File: config.mk
export PLATFORM = sky130hd
export DESIGN_NAME = ctrl_spec_tracker
export DESIGN_NICKNAME = d
export VERILOG_FILES = /design/src/rtl/ctrl_spec_tracker.sv
export SDC_FILE = /design/constraint.sdc
export NUM_CORES = 1
export LEC_CHECK = 0
export ABC_CLOCK_PERIOD_IN_PS = 3400
export BUFFER_PORTS_ARGS = -buffer_cell sky130_fd_sc_hd__buf_2
export CORE_UTILIZATION = 63
export CTS_CLUSTER_SIZE = 8
export DETAILED_ROUTE_END_ITERATION = 8
export GPL_TIMING_DRIVEN = 0
export MAX_ROUTING_LAYER = met4
export PLACE_DENSITY_LB_ADDON = 0.05
export SYNTH_ARGS = -nofsm -noshare
export SYNTH_HDL_FRONTEND = slang
export SYNTH_SLANG_ARGS = --single-unit
File: constraint.sdc
create_clock -name clk -period 3.4 [get_ports clk]
set_clock_uncertainty 0.1 [all_clocks]
set_input_delay 0.17 -clock clk [delete_from_list [all_inputs] [get_ports clk]]
set_output_delay 0.17 -clock clk [all_outputs]
set_load 0.05 [all_outputs]
File: src/rtl/ctrl_spec_tracker.sv
// Follows the single in-flight branch/JAL/JALR through E/M/W, raises the
// per-stage speculation flags, redirects fetch from W and keeps perf counters.
module ctrl_spec_tracker #(
  parameter int XLEN  = 32,
  parameter int CNT_W = 32
) (
  input  logic             clk,
  input  logic             rst_n,
  input  logic             validD,
  input  logic             isctrlD,
  input  logic             stallD,
  input  logic             flushE,
  input  logic             takenE,
  input  logic [XLEN-1:0]  npcE,
  output logic             speculativeE,
  output logic             speculativeM,
  output logic             speculativeW,
  output logic             redirectW,
  output logic [XLEN-1:0]  redirect_pc,
  output logic             flushD,
  input  logic             cnt_clr,
  input  logic [1:0]       cnt_sel,
  output logic [CNT_W-1:0] cnt_rdata
);

  typedef struct packed {
    logic            taken;
    logic [XLEN-1:0] npc;
  } ctrl_pl_t;

  logic spec_e_q, spec_e_d;
  logic spec_m_q, spec_m_d;
  logic spec_w_q, spec_w_d;
  ctrl_pl_t pl_m_q, pl_m_d;
  ctrl_pl_t pl_w_q, pl_w_d;
  logic [CNT_W-1:0] ctrl_cnt_q, ctrl_cnt_d;
  logic [CNT_W-1:0] taken_cnt_q, taken_cnt_d;
  logic [CNT_W-1:0] bubble_cnt_q, bubble_cnt_d;
  logic bubble_inc;

  function automatic logic [CNT_W-1:0] sat_inc(input logic [CNT_W-1:0] v, input logic inc);
    if (inc && !(&v)) return v + {{(CNT_W-1){1'b0}}, 1'b1};
    return v;
  endfunction

  // Any flag set means the instruction presented to E is a wrong-path bubble;
  // a load-use stall is excluded so it is not double-counted as speculation.
  assign bubble_inc = (spec_e_q | spec_m_q | spec_w_q) & ~stallD;

  always_comb begin
    spec_e_d = validD & isctrlD & ~flushE;
    spec_m_d = spec_e_q;
    spec_w_d = spec_m_q;

    pl_m_d = pl_m_q;
    if (spec_e_q) begin
      pl_m_d.taken = takenE;
      pl_m_d.npc   = npcE;
    end
    pl_w_d = pl_w_q;
    if (spec_m_q) pl_w_d = pl_m_q;

    ctrl_cnt_d   = sat_inc(ctrl_cnt_q, spec_w_q);
    taken_cnt_d  = sat_inc(taken_cnt_q, spec_w_q & pl_w_q.taken);
    bubble_cnt_d = sat_inc(bubble_cnt_q, bubble_inc);
    if (cnt_clr) begin
      ctrl_cnt_d   = '0;
      taken_cnt_d  = '0;
      bubble_cnt_d = '0;
    end
  end

  always_ff @(posedge clk) begin
    if (!rst_n) begin
      spec_e_q     <= 1'b0;
      spec_m_q     <= 1'b0;
      spec_w_q     <= 1'b0;
      pl_m_q       <= '0;
      pl_w_q       <= '0;
      ctrl_cnt_q   <= '0;
      taken_cnt_q  <= '0;
      bubble_cnt_q <= '0;
    end else begin
      spec_e_q     <= spec_e_d;
      spec_m_q     <= spec_m_d;
      spec_w_q     <= spec_w_d;
      pl_m_q       <= pl_m_d;
      pl_w_q       <= pl_w_d;
      ctrl_cnt_q   <= ctrl_cnt_d;
      taken_cnt_q  <= taken_cnt_d;
      bubble_cnt_q <= bubble_cnt_d;
    end
  end

  assign speculativeE = spec_e_q;
  assign speculativeM = spec_m_q;
  assign speculativeW = spec_w_q;
  assign redirectW    = spec_w_q;
  assign flushD       = spec_w_q;
  assign redirect_pc  = pl_w_q.npc;

  always_comb begin
    cnt_rdata = '0;
    case (cnt_sel)
      2'd0:    cnt_rdata = ctrl_cnt_q;
      2'd1:    cnt_rdata = taken_cnt_q;
      2'd2:    cnt_rdata = bubble_cnt_q;
      default: cnt_rdata = '0;
    endcase
  end

endmodule

# --- After elaboration in Yosys (flattened, before gate mapping) ---
# Index checks and enable logic that the tools add are counted.
# W data, S select, Z words.
word_totals:
  regBits: 165
  inputBits: 42
  ramBits: 0
  n_memories: 0
  out_inout_bits: 69
  latch_bits: 0
  rom_bits: 0
op_classes:
  mux: 7
  addsub: 3
  n_reduce_logical: 11
  shifts: 0
  div_mod_pow: 0
  bitwise_logic: 9
  magnitude_cmp: 0
  eq_ne: 2
  mul: 0
op_table:
  columns: ["op", "count"]
  rows:
  - ["$add A32 B1 Y32 const B", 3]
  - ["$mux W32", 3]
  - ["$pmux W32 S3", 1]
  - ["$reduce_and A32 Y1", 3]
  - ["$and A1 B1 Y1", 4]
  - ["$logic_and A1 B1 Y1", 3]
  - ["$logic_not A1 Y1", 3]
  - ["$mux W1", 3]
  - ["$not A1 Y1", 3]
  - ["$eq A2 B1 Y1 const B", 1]
  - ["$eq A2 B2 Y1 const B", 1]
  - ["$logic_not A2 Y1", 1]
  - ["$or A1 B1 Y1", 2]
  - ["$reduce_or A2 Y1", 1]

# --- Logic depth before layout (Yosys ltp) ---
# Gate-level depths: netlist of run 1.
logic_depth:
  depth_word: 5
  ltp_mapped: 8
  ltp_nobuf: 6

# --- Worst setup path before layout of run 1 ---
# No wires, ideal clock.
synth_timing:
  path_kind: "reg-to-reg"
  startpoint: "register spec_w_q (netlist: flushD)"
  endpoint: "register bubble_cnt_q[20]"
  period_less_slack_ps: 2372
  setup_time_ps: 128
  path_stages_with_launch: 7
  arrival_ps: 2144
  path_slack_ps: 1028
  path_buffers: 1
  path_cell_list: "dfxtp_1 -> buf_2 -> nor3_1 -> or4_1 -> nor4_1 -> xnor2_1 -> nor2_1"
synth_between:
  elab_chain_len: 4
synth_rtl:
  columns: ["item", "line", "rtl"]
  rows:
  - ["start: declaration", "33", "logic spec_w_q, spec_w_d;"]
  - ["start signal: assignment", "86", "spec_w_q <= spec_w_d;"]
  - ["$or A1 B1 Y1", "48", "assign bubble_inc = (spec_e_q | spec_m_q | spec_w_q) & ~stallD;"]
  - ["$and A1 B1 Y1", "48", null]
  - ["$logic_and A1 B1 Y1", "42", "if (inc && !(&v)) return v + {{(CNT_W-1){1'b0}}, 1'b1};"]
  - ["$mux W1", "42", null]
  - ["end signal: assignment", "91", "bubble_cnt_q <= bubble_cnt_d;"]
  - ["end: declaration", "38", "logic [CNT_W-1:0] bubble_cnt_q, bubble_cnt_d;"]
# No other way between the ends.
# A chain may end at the register's enable or synchronous reset.

# --- Worst setup path in the final report of run 1 ---
layout_timing:
  startpoint: "register taken_cnt_q[0]"
  endpoint: "register taken_cnt_q[20]"
layout_between:
  elab_chain_len: 4
layout_rtl:
  columns: ["item", "line", "rtl"]
  rows:
  - ["start: declaration", "37", "logic [CNT_W-1:0] taken_cnt_q, taken_cnt_d;"]
  - ["start signal: assignment", "90", "taken_cnt_q <= taken_cnt_d;"]
  - ["branches (longest 4 deep; another with $add A32 B1 Y32)", null, null]
# Parallel ways; which one is timed is not known. The select of a mux whose other input is x is not followed.

==> results of run 1 <==
[worst max path at each step]
stage,startpoint,to,slack [ns],cells past startpoint
6_report,taken_cnt_q[0]$_SDFFE_PP0P_,taken_cnt_q[20]$_SDFFE_PP0P_,0.91,6
5_1_grt,taken_cnt_q[0]$_SDFFE_PP0P_,taken_cnt_q[18]$_SDFFE_PP0P_,0.64,6
4_1_cts,taken_cnt_q[0]$_SDFFE_PP0P_,taken_cnt_q[18]$_SDFFE_PP0P_,0.91,6
3_5_place_dp,taken_cnt_q[0]$_SDFFE_PP0P_,taken_cnt_q[18]$_SDFFE_PP0P_,0.94,6
3_3_place_gp,rst_n,taken_cnt_q[3]$_SDFFE_PP0P_,0.97,6
2_1_floorplan,flushD$_SDFF_PN0_,bubble_cnt_q[20]$_SDFFE_PP0P_,1.03,6
[kinds of logic (layout without fill, tap and decap cells)]
family                     count (synthesis)  count (layout)
AOI/OAI and AO/OA                        180             180
xor gates and xnor gates                  22              22
adders and majority gates                  3               3
buffers and inverters                    100             276
DFF                                      165             165
muxes                                    108             108
and+or+nand+nor                          386             386
[routing by layer]
layer,GRT usage (%),vias up
li1,-,3795
met2,59.34,366
met5,-,-
met4,22.84,0
met3,7.461,101
met1,41.82,3814
[power breakdown]
| part | switching [mW] | total, mW | internal, mW |
|---|---|---|---|
| Combinational | 0.114 | 0.203 | 0.0889 |
| Sequential | 0.00628 | 1.95 | 1.94 |
| Clock | 0.818 | 2.11 | 1.29 |
| Total | 0.938 | 4.26 | 3.32 |
[area by class of cell]
| type | instances | area (µm²) |
|---|---|---|
| plain buffers | 89 | 495.5 |
| clock buffers | 21 | 470.5 |
| clock inverters | 11 | 172.7 |
| fillers | 850 | 2654 |
| inverters | 11 | 41.29 |
| multi-input cells | 699 | 4628 |
| flip-flops and latches | 165 | 3303 |
| well taps | 172 | 215.2 |
| repair buffers | 144 | 895.9 |
[synthesized netlist by cell type (all sizes together), types with 30 or more instances]
library cell	number	share of area, %
buf	50	4.1
or3	32	2.4
nor2b	68	5.0
a21oi	56	3.6
nand3	30	1.8
o21ai	71	4.3
clkbuf	39	1.7
nand2	84	3.7
nor2	38	1.7
nand4	34	2.7
dfxtp	165	39
mux2i	108	13
[registers in the layout (all words and copies together) (netlist names)]
signal	flops
taken_cnt_q	32
speculativeM	1
bubble_cnt_q	32
ctrl_cnt_q	32
speculativeE	1
pl_m_q	33
pl_w_q	1
flushD	1
redirect_pc	32
[critical path, delay by kind of cell (launching register included)]
kind,cells,cell delay [ns]
flops,1,0.41
compound gates,2,0.46
simple gates,3,1.22
fa+ha+maj,1,0.24
[through the flow]
step / util [%] / hold slack (ns)
global route: 79.39 / 0.07053
finish: 79.39 / 0.05665
CTS: 79.39 / 0.03953
detailed placement: 71.67 / 0.3348
floorplan: - / 0.2394
global placement: 71.67 / 0.3243
[what timing repair did]
item / 4_1_cts / 5_1_grt
hold buffers: 35 / 0
buffers inserted: 0 / 0
hold endpoints to repair: 34 / 0
resized for setup: 0 / 0
==> impl_metrics.py, run 1 <==
metrics = {
    "status": {
        "outcome": "finished, final reports clean",
    },
    "clocking": {
        "clk_pin_slew_ns": 0.07,
        "cts_root_buf": "clkbuf_16",
        "cts_sinks": 165,
        "numCtsBuffers": 17,
        "clk_latency_ns": 0.43,
        "clk_path_buf_depth": 2,
        "cts_tree": "done",
        "h-tree-depth": 4,
    },
    "place": {
        "place_inst": 1245,
        "detailedPlace.worstSlack_ns": 0.9425,
        "place_congestion": 0.9197,
        "dpl-instance-area_um2": 9229,
        "hpwlAfterDp_mm": 16.43,
        "port-buffer-count": 109,
    },
    "min_path": {
        "hold_path_end": "taken_cnt_q[17]$_SDFFE_PP0P_",
        "hp-start": "cnt_clr",
        "hold_path_depth": 4,
        "min_path_type": "input port to flop",
    },
    "floorplan": {
        "die_h_um": 117.9,
        "rows": 41,
        "ios": 111,
        "start_util_pct": 65.77,
        "die_x_um": 117.9,
        "die-area_um2": 13910,
        "coreArea_um2": 12880,
    },
    "synth": {
        "synth_top_family_by_area": "simple AND/OR/NAND/NOR gates",
        "synth_compound_area_share_pct": 13.09,
        "ys_seq_area_share_pct": 39.01,
        "synthesis.nets": 1009,
        "yosys_warnings": 0,
        "netlist_area_um2": 8468,
        "synthMuxAreaShare_pct": 12.77,
        "syn_inst": 964,
        "synth_seq_cells": 165,
        "async_flop_share_pct": 0,
        "synth_edf_count": 0,
        "synthDistinctLibCells": 62,
        "synth_flop_cell": "dfxtp_1",
        "avgSynthCellArea_um2": 8.784,
        "post_synth_and_or_nand_nor_area_fraction_pct": 26.08,
        "synth_fa_ha_area_share_pct": 0.4433,
        "synthXorXnorAreaFrac_pct": 2.275,
    },
    "sta": {
        "setup_slack_ns": 0.9114,
        "finalSetupViolations": 0,
        "fin_crit_ns": 2.489,
        "fmax_ghz": 0.4018,
        "slew_viol_final": 0,
        "tightest_slew_ns": 0.8583,
        "post-route-period-util_pct": 73.19,
        "setup_tns_ns": 0,
        "max_slew_margin_pct": 42.78,
        "hold_viol_final": 0,
        "rsz0062_at_grt": "false",
    },
    "worst_setup_path": {
        "crit_path_end_kind": "flop",
        "crit_path_max_fanout": 9,
        "reg2reg_setup_slack_ns": 0.91,
        "timing.rr.start": "taken_cnt_q[0]$_SDFFE_PP0P_",
        "worstReg2RegEnd": "taken_cnt_q[20]$_SDFFE_PP0P_",
        "slowest_delay_ns": 0.49,
        "reg2reg_depth": 6,
        "required_ns": 3.66,
        "criticalPathCategory": "flop to flop",
        "path_cells": "ha_1, nand4_1, nor4_2, o211ai_1, or3_1, a21oi_1",
        "worstPathArrival_ns": 2.75,
        "critPathLaunchType": "flop",
        "critPathSlowestCell": "nor4_2",
    },
    "routing": {
        "postRouteAntennaNets": 0,
        "drc": 0,
        "wl_mm": 24.62,
        "drt_iter0_drc": 742,
        "detail_route.wl_per_cell_um": 18.77,
        "top_layer": "met4",
        "met2_length_mm": 11.77,
        "dr_total_vias": 8076,
        "viasPerCell": 6.155,
        "first_pass_iters": 5,
        "wl_met1_mm": 9.985,
        "wl_met3_mm": 1.665,
    },
    "cells_and_area": {
        "diodes": 0,
        "nets": 1172,
        "postLayoutCellArea_um2": 10220,
        "final_cell_mix": "165 x dfxtp_1, 117 x buf_2, 108 x mux2i_1, 84 x nand2_1, 68 x nor2b_1",
        "finalNonFillerCells": 1312,
        "area_delta_synth_final_pct": 20.72,
        "final_common_cell": "dfxtp_1",
        "drive_above_1_share_pct": 18.68,
    },
    "grt": {
        "grt_usage_pct": 36.77,
        "grt-ovfl-total": 0,
        "antenna_found_initial": 0,
        "grt_start_max_net_pins": 17,
        "grt_pass1_wl_mm": 39.32,
        "grt_pass1_vias": 7896,
    },
    "power": {
        "leakagePower_nw": 3.673,
        "p_per_area_nw_per_um2": 416.8,
        "vdd_drop_max_mv": 0.3645,
        "totalPowerFinal_mw": 4.260,
    },
    "job": {
        "maxCapViolations": 0,
    },
}
No activity file was read; power rests on OpenSTA's default activity.
==> run 2, diff against run 1 <==
Settings changed: ABC_CLOCK_PERIOD_IN_PS 3400 to 2600, CORE_UTILIZATION 63 to 58.
Clock period 3.4 ns to 2.6 ns, I/O delays scaled along.
==> run 2 against run 1 <==
Against the previous run:
- register-to-register slack worse by 0.88 ns
- sequential cell count unchanged
- fmax down 3.0%
- hold slack better by 0.044 ns
- setup slack worse by 0.88 ns
- cell count up 0.91%
- critical endpoint is now bubble_cnt_q[20]$_SDFFE_PP0P_
- largest power group unchanged
==> impl_metrics.py, run 2 (synthesis results as in run 1) <==
metrics = {
    "place": {
        "port-buffer-count": 109,
        "detailedPlace.worstSlack_ns": 0.03771,
        "hpwlAfterDp_mm": 16.59,
        "dpl-instance-area_um2": 9239,
        "place_congestion": 0.9244,
    },
    "sta": {
        "finalSetupViolations": 0,
        "setup_slack_ns": 0.03460,
        "tightest_slew_ns": 0.8661,
        "rsz0062_at_grt": "true",
        "slew_viol_final": 0,
        "post-route-period-util_pct": 98.67,
        "fin_crit_ns": 2.565,
        "hold_viol_final": 0,
        "max_slew_margin_pct": 42.26,
        "fmax_ghz": 0.3898,
    },
    "clocking": {
        "cts_sinks": 165,
        "h-tree-depth": 4,
        "cts_root_buf": "clkbuf_16",
        "clk_path_buf_depth": 2,
        "clk_latency_ns": 0.44,
        "numCtsBuffers": 17,
        "clk_pin_slew_ns": 0.07,
        "cts_tree": "done",
    },
    "routing": {
        "drt_iter0_drc": 685,
        "met2_length_mm": 11.75,
        "top_layer": "met4",
        "detail_route.wl_per_cell_um": 18.06,
        "first_pass_iters": 8,
        "drc": 0,
        "viasPerCell": 5.968,
        "wl_met3_mm": 1.394,
        "wl_met1_mm": 10.05,
        "wl_mm": 23.92,
        "dr_total_vias": 7902,
        "postRouteAntennaNets": 0,
    },
    "power": {
        "p_sw_mw": 1.289,
        "netSwitchingFraction_pct": 22.96,
        "p_clk_share_pct": 50.0,
        "leakagePower_nw": 3.730,
        "p_int_mw": 4.325,
        "p_seq_share_pct": 45.4,
        "p_per_area_nw_per_um2": 546.0,
        "combPwrFrac_pct": 4.6,
        "vdd_drop_max_mv": 0.4334,
    },
    "grt": {
        "grt_pass1_wl_mm": 36.49,
        "grt_usage_pct": 32.72,
        "grt_pass1_vias": 7241,
        "grt_start_max_net_pins": 17,
        "grt-ovfl-total": 0,
        "antenna_found_initial": 0,
    },
    "cells_and_area": {
        "postLayoutCellArea_um2": 10280,
        "final_cell_mix": "165 x dfxtp_1, 117 x buf_2, 108 x mux2i_1, 84 x nand2_1, 68 x nor2b_1",
        "largest_register_ffs": 33,
        "top_register": "pl_m_q",
        "fill_cells": 1052,
        "final_common_cell": "dfxtp_1",
        "area_delta_synth_final_pct": 21.42,
        "nets": 1176,
        "diodes": 0,
        "drive_above_1_share_pct": 18.97,
    },
    "floorplan": {
        "ios": 111,
        "die_h_um": 122.8,
        "die_x_um": 122.8,
        "die-area_um2": 15090,
        "start_util_pct": 60.30,
        "rows": 43,
        "coreArea_um2": 14040,
    },
    "worst_setup_path": {
        "critPathSlowestCell": "or4_1",
        "cp-endpoint": "bubble_cnt_q[20]$_SDFFE_PP0P_",
        "required_ns": 2.81,
        "path_cells": "buf_2, nor3_1, or4_1, nor4_1, xnor2_1, nor2_1",
        "crit_path_end_kind": "flop",
        "reg2reg_depth": 6,
        "timing.rr.start": "flushD$_SDFF_PN0_",
        "worstReg2RegEnd": "bubble_cnt_q[20]$_SDFFE_PP0P_",
        "slowest_delay_ns": 0.64,
        "crit_path_max_fanout": 10,
        "reg2reg_setup_slack_ns": 0.03,
        "critPathLaunch": "flushD$_SDFF_PN0_",
        "criticalPathCategory": "flop to flop",
        "worstPathArrival_ns": 2.77,
        "critPathLaunchType": "flop",
    },
    "status": {
        "outcome": "finished, final reports clean",
    },
    "job": {
        "maxCapViolations": 0,
    },
    "min_path": {
        "min_path_type": "input port to flop",
        "hp-start": "stallD",
    },
}
[run 2: timing repair]
action	4_1_cts	5_1_grt
resized for setup	1	0
pin swaps	0	2
setup endpoints to repair	1	6
buffers inserted	0	3
hold endpoints to repair	35	0
hold buffers	36	0
[run 2: final cells by class]
cell class	count	area (µm²)	area share, %
Sequential cell	165	3303	32.12
Buffer	89	495.5	4.819
Timing Repair Buffer	148	928.4	9.029
Inverter	11	41.29	0.4016
Multi-Input combinational cell	699	4637	45.10
Clock buffer	18	439.2	4.271
Clock inverter	14	212.7	2.069
Tap cell	180	225.2	2.190
[run 2: worst min path at each step]
stage / end / depth (start not counted) / slack [ns]
floorplan: pl_m_q[0]$_SDFFE_PN0P_ / 2 / 0.20
global placement: pl_m_q[14]$_SDFFE_PN0P_ / 3 / 0.29
detailed placement: pl_m_q[26]$_SDFFE_PN0P_ / 3 / 0.29
CTS: bubble_cnt_q[16]$_SDFFE_PP0P_ / 4 / 0.09
global route: bubble_cnt_q[28]$_SDFFE_PP0P_ / 5 / 0.15
finish: bubble_cnt_q[16]$_SDFFE_PP0P_ / 4 / 0.10
[run 2: worst max-delay path: cells and delay by family (launching register included)]
family,cells,cell delay (ns)
buffers and inverters,1,0.29
XOR/XNOR,1,0.18
flip-flops,1,0.50
AND/OR/NAND/NOR,4,1.37
[run 2: power by group through the flow]
| stage | registers [mW] | logic (mW) | clock network [mW] |
|---|---|---|---|
| 2_1_floorplan | 2.60 | 0.128 | 0 |
| 3_3_place_gp | 2.60 | 0.210 | 0 |
| 3_5_place_dp | 2.60 | 0.213 | 0 |
| 4_1_cts | 2.55 | 0.255 | 2.83 |
| 5_1_grt | 2.55 | 0.278 | 2.92 |
| 6_report | 2.55 | 0.260 | 2.81 |
[run 2: routing by layer]
| layer | vias to the layer above | GRT usage (%) |
|---|---|---|
| li1 | 3791 | - |
| met1 | 3767 | 38.40 |
| met2 | 297 | 54.63 |
| met3 | 47 | 5.762 |
| met4 | 0 | 14.41 |
| met5 | - | - |
[run 2: per-stage QoR]
| stage | utilization [%] | std cells | hold WS, ns | total power [mW] | TNS (ns) |
|---|---|---|---|---|---|
| detailed placement | 65.79 | 1253 | 0.2949 | 2.817 | 0 |
| global placement | 65.79 | 1253 | 0.2855 | 2.813 | 0 |
| global route | 73.22 | 1324 | 0.1540 | 5.747 | -0.1990 |
| finish | 73.22 | 1324 | 0.1010 | 5.614 | 0 |
| CTS | 73.06 | 1321 | 0.08855 | 5.626 | 0 |
| floorplan | - | 964 | 0.1994 | 2.732 | 0 |
